File: src/rtl/phi_node_stage.sv
// Elastic PHI merge: lowest-index tagged lane wins and is pushed into a 2-entry FIFO.
// When the FIFO is empty the outputs hold the last popped value; multi-tag accepts are counted.
module phi_node_stage #(
  parameter  int NUM_IN = 4,
  parameter  int DATA_W = 32,
  localparam int SEL_W  = (NUM_IN > 1) ? $clog2(NUM_IN) : 1
) (
  input  logic                         clk,
  input  logic                         rst_n,
  input  logic [NUM_IN*(DATA_W+1)-1:0] in_lanes,
  output logic                         in_ready,
  output logic                         out_valid,
  input  logic                         out_ready,
  output logic [DATA_W-1:0]            out_data,
  output logic [SEL_W-1:0]             out_sel,
  input  logic                         clr_stats,
  output logic                         conflict,
  output logic [15:0]                  conflict_cnt
);

  logic [NUM_IN-1:0]             tags;
  logic [NUM_IN-1:0][DATA_W-1:0] lane_data;

  for (genvar g = 0; g < NUM_IN; g++) begin : g_lane
    assign tags[g]      = in_lanes[g*(DATA_W+1) + DATA_W];
    assign lane_data[g] = in_lanes[g*(DATA_W+1) +: DATA_W];
  end

  logic [1:0][DATA_W-1:0] buf_data_q, buf_data_d;
  logic [1:0][SEL_W-1:0]  buf_sel_q, buf_sel_d;
  logic                   wr_ptr_q, wr_ptr_d, rd_ptr_q, rd_ptr_d;
  logic [1:0]             count_q, count_d;
  logic [DATA_W-1:0]      hold_data_q, hold_data_d;
  logic [SEL_W-1:0]       hold_sel_q, hold_sel_d;
  logic                   conflict_q, conflict_d;
  logic [15:0]            cnt_q, cnt_d;

  logic [DATA_W-1:0] win_data;
  logic [SEL_W-1:0]  win_sel;
  logic              any_tag, multi_tag, push, pop;

  // Descending scan so the lowest tagged index is the final assignment.
  always_comb begin
    win_data = '0;
    win_sel  = '0;
    for (int i = NUM_IN - 1; i >= 0; i--) begin
      if (tags[i]) begin
        win_data = lane_data[i];
        win_sel  = SEL_W'(i);
      end
    end
  end

  assign any_tag   = |tags;
  assign multi_tag = |(tags & (tags - NUM_IN'(1)));
  assign in_ready  = (count_q != 2'd2);
  assign out_valid = (count_q != 2'd0);
  assign push      = any_tag & in_ready;
  assign pop       = out_valid & out_ready;

  always_comb begin
    buf_data_d  = buf_data_q;
    buf_sel_d   = buf_sel_q;
    wr_ptr_d    = wr_ptr_q;
    rd_ptr_d    = rd_ptr_q;
    count_d     = count_q;
    hold_data_d = hold_data_q;
    hold_sel_d  = hold_sel_q;
    conflict_d  = conflict_q;
    cnt_d       = cnt_q;

    if (push) begin
      buf_data_d[wr_ptr_q] = win_data;
      buf_sel_d[wr_ptr_q]  = win_sel;
      wr_ptr_d             = ~wr_ptr_q;
    end
    if (pop) begin
      hold_data_d = buf_data_q[rd_ptr_q];
      hold_sel_d  = buf_sel_q[rd_ptr_q];
      rd_ptr_d    = ~rd_ptr_q;
    end
    if (push && !pop)      count_d = count_q + 2'd1;
    else if (pop && !push) count_d = count_q - 2'd1;

    if (clr_stats) begin
      conflict_d = 1'b0;
      cnt_d      = '0;
    end else if (push && multi_tag) begin
      conflict_d = 1'b1;
      if (cnt_q != 16'hFFFF) cnt_d = cnt_q + 16'd1;
    end
  end

  always_ff @(posedge clk or negedge rst_n) begin
    if (!rst_n) begin
      buf_data_q  <= '0;
      buf_sel_q   <= '0;
      wr_ptr_q    <= 1'b0;
      rd_ptr_q    <= 1'b0;
      count_q     <= 2'd0;
      hold_data_q <= '0;
      hold_sel_q  <= '0;
      conflict_q  <= 1'b0;
      cnt_q       <= '0;
    end else begin
      buf_data_q  <= buf_data_d;
      buf_sel_q   <= buf_sel_d;
      wr_ptr_q    <= wr_ptr_d;
      rd_ptr_q    <= rd_ptr_d;
      count_q     <= count_d;
      hold_data_q <= hold_data_d;
      hold_sel_q  <= hold_sel_d;
      conflict_q  <= conflict_d;
      cnt_q       <= cnt_d;
    end
  end

  // Empty buffer shows the last popped entry so the PHI value stays stable.
  assign out_data     = out_valid ? buf_data_q[rd_ptr_q] : hold_data_q;
  assign out_sel      = out_valid ? buf_sel_q[rd_ptr_q]  : hold_sel_q;
  assign conflict     = conflict_q;
  assign conflict_cnt = cnt_q;

endmodule

File: config.mk
export PLATFORM = sky130hd
export DESIGN_NAME = phi_node_stage
export DESIGN_NICKNAME = d
export VERILOG_FILES = /design/src/rtl/phi_node_stage.sv
export SDC_FILE = /design/constraint.sdc
export NUM_CORES = 1
export LEC_CHECK = 0
export ABC_AREA = 1
export BUFFER_PORTS_ARGS = -buffer_cell sky130_fd_sc_hd__buf_2
export CORE_ASPECT_RATIO = 0.8
export CORE_MARGIN = 8
export CORE_UTILIZATION = 53
export CTS_CLUSTER_DIAMETER = 80
export DETAILED_ROUTE_END_ITERATION = 8
export PLACE_DENSITY = 0.8
export SLEW_MARGIN = 25
export SYNTH_ARGS = -nofsm -noshare
export SYNTH_HDL_FRONTEND = slang
export SYNTH_SLANG_ARGS = --single-unit
File: constraint.sdc
create_clock -name clk -period 2 [get_ports clk]
set_input_delay 0.1 -clock clk [delete_from_list [all_inputs] [get_ports clk]]
set_output_delay 0.1 -clock clk [all_outputs]
set_load 0.005 [all_outputs]
==> metrics list <==
- The flow ran to the end, and the final reports show no timing, DRC or antenna violations.
- The number of hold-slack violations in the final timing report is 0.
* Number of register bits inferred by synthesis: 123
- TritonCTS built the clock tree.
* Count of nets left with antenna violations after detail routing: 0
- Total number of vias: 6669
- Port buffering added 188 buffers.
- Averaged over all synthesized cells, the footprint is 7.097 um^2.
- Aggregate global routing overflow: 0
- By instance count, the leading cell after synthesis is nand2_1.
- The worst setup path is of the reg -> out kind.
* Number of search-and-repair iterations in the first detailed-routing pass: 5
* Slew Limit Fails: 0
- Summed over all nets, the half-perimeter wirelength after detailed placement is 13.43 mm.
* Die Footprint: 16720 um^2
- Final hold slack: 3.654 ps
- Overall power consumption after layout is estimated at 12.23 mW.
- After layout, the worst path uses 92.83% of the clock period.
- Arrival time reported for the critical path endpoint: 1760 ps
* Routed wire per std cell: 14.32 um
- On the final layout, the worst clock skew is 6.921 ps.
- Antenna Cells: 0
* Aggregate negative setup slack: 0 ps
* Maximum fanout count along the critical path: 69
- In this run the power density over the cells is 1431 nW/um^2.
* Clk slew on worst S/H paths: 60 ps
* Data required time of the critical path: 1900 ps
- By count the netlist is led by 363 x nand2_1, 123 x dfrtp_1, 116 x o21ai_0.
- Including well taps, the total number of placed cells is 1285.
- Cells fill 67.39% of the core in the end.
- From synthesis to final layout, the design area changed by 25.87%.
- RePlAce Congestion: 0.8820
- The share of synthesized area in the top cell type comes to 45.32%.
- At the pin with the least slew margin, the transition time is 953.4 ps.
* Number of primary I/O pins: 189
* Synthesized Nets: 1095
- Total clock buffers created by CTS: 17
- Global-route wire length before repair: 30.92 mm
- Maximum number of pins on one net before global-route repair: 70
- The die is 142.6 um wide.
- In this run the clock root is driven by a clkbuf_16.
* Final instance area: 8548 um^2
- Worst IR drop on VDD: 0.0007589 V
- The worst setup path is captured at a primary output.
- Final wirelength: 18.89 mm
* Library cell with the largest summed area after synthesis: dfrtp_1
- Starting density of the core: 53.54%
- Setup violations remaining at the end of the flow were counted as 0.
- Final worst-path setup slack: 143.4 ps
- In the synthesized netlist the dominant register cell turns out to be dfrtp_1.
* Post-route minimum period: 1857 ps
- The placed instances occupy a cell area of 7881 um^2.
* Leading post-synthesis cells by cell area: dfrtp_1 45%, nand2_1 20%, o21ai_0 8.5%
- Vias in the first global route: 6360
* Register area share after synthesis: 45.32%
- The clock passes through at most 2 buffers.
- In this run the tightest slew margin relative to its limit is 36.44%.
- After detailed routing, the number of remaining DRC violations is 0.
- Synth cell types: 28
- The cell area that synthesis handed to floorplanning was 6792 um^2.
- The tree built by TritonCTS fans out to 123 sinks.
- Drt via density: 5.056
- Maximum clock rate: 0.5386 GHz
- Clock latency of the later-clocked register in the worst-skew pair: 410 ps
- First-iteration detailed-routing DRC count: 450
- Count of max-cap constraint violations: 0
* Syn Inst Count: 957
- Post-layout nets: 1269
- The path class of the tightest hold or removal check is in -> reg.
- The initialized floorplan defines 37 standard-cell rows.
* Fraction of final layout cells sized beyond drive strength 1: 22.64%
* GRT Total Usage: 23.39%
* Syn. warnings: 0
- In the synthesized netlist the async set-or-reset flop fraction comes to 100.0%.
- Summed over all cells, the static leakage comes to 4.407 nW.
- Number of enable-type register cells in the synthesized netlist: 0
- Post-placement setup slack: 245.4 ps
* Startpoint kind of the worst setup timing path: register
* Core Box Area: 12680 um^2
- Vert. Die Dim: 117.3 um
* Initial antenna violation count: 1
* Maximum level of the CTS H-tree: 4
* Buffers inserted by post-CTS timing repair: 0
- Setup repair after global routing left no endpoint under its margin.
- Excluding fillers, the count of instances in the completed layout stands at 1319.
[worst max-delay path, stage by stage (launching register included)]
cell and delay, ps:
dfrtp_1 410, nor2_1 150, inv_2 50, buf_6 200, o21ai_0 310, buf_2 180
[per-layer routing]
layer  GRT usage (%)  wire length, um  vias up  share of wire, %
met5               0               13        -             0.069
met4           6.003              204        2               1.1
met3           7.215             1521       17               8.1
met2           37.75             8518      211                45
met1           30.16             8627     3016                46
li1                -                -     3423                 -
[repair_timing]
item | CTS | global route
hold buffers | 2 | 0
hold endpoints to repair | 95 | 0
resized for setup | 0 | 1
setup endpoints to repair | 0 | 34
[final timing paths]
path,startpoint,cells past startpoint,to,slack [ps]
max,count_q[0],5,out_sel[1],140
min,in_lanes[30],3,buf_data_q[30],4
max reg2reg,conflict_cnt[0],8,conflict_cnt[12],210
min reg2reg,buf_sel_q[3],2,buf_sel_q[3],470
max in group asynchronous,rst_n,3,hold_data_q[14],1150
min in group asynchronous,rst_n,2,hold_data_q[27],150
[registers in the layout (all words and copies together), names as in the netlist]
register,count
buf_sel_q,4
buf_data_q,64
wr_ptr_q,1
conflict,1
hold_sel_q,2
hold_data_q,32
count_q,2
conflict_cnt,16
rd_ptr_q,1
[logic make-up after synthesis]
family	share of synthesized area, %
xor gates and xnor gates	1.161
AOI/OAI and AO/OA	17.80
DFF	45.32
adders and majority gates	0.3684
buffers and inverters	7.793
and+or+nand+nor	27.56
[power breakdown]
part / internal, mW / switching [mW]
sequential: 3.52 / 0.466
clock: 2.16 / 1.15
combinational: 1.80 / 3.13
total: 7.48 / 4.75
[cells in the final DEF, fill, tap and decap left out, types with 2 or more instances in the layout]
cell / count
a21oi_1: 34
a22oi_1: 32
buf_12: 3
buf_2: 187
buf_4: 21
bufinv_16: 4
clkbuf_16: 17
clkbuf_8: 2
clkinv_4: 2
clkinvlp_4: 4
dfrtp_1: 123
dlygate4sd3_1: 2
ha_1: 2
inv_1: 58
inv_2: 4
inv_6: 2
nand2_1: 362
nand2_2: 2
nand3_1: 17
nand4_1: 5
nor2_1: 85
nor2_2: 5
nor3_1: 2
o21ai_0: 116
o21ai_1: 34
o21bai_1: 3
xnor2_1: 2
xor2_1: 7
[cell type report]
cell class / count / area (um^2)
clock buffer: 19 / 452.9
clock inverter: 13 / 190.2
fill: 1149 / 4136
inverter: 63 / 236.5
multi-input combinational: 712 / 3187
sequential: 123 / 3078
tap: 175 / 219.0
timing repair buffer: 214 / 1185
Note: power is estimated with default switching activity, not from simulation.
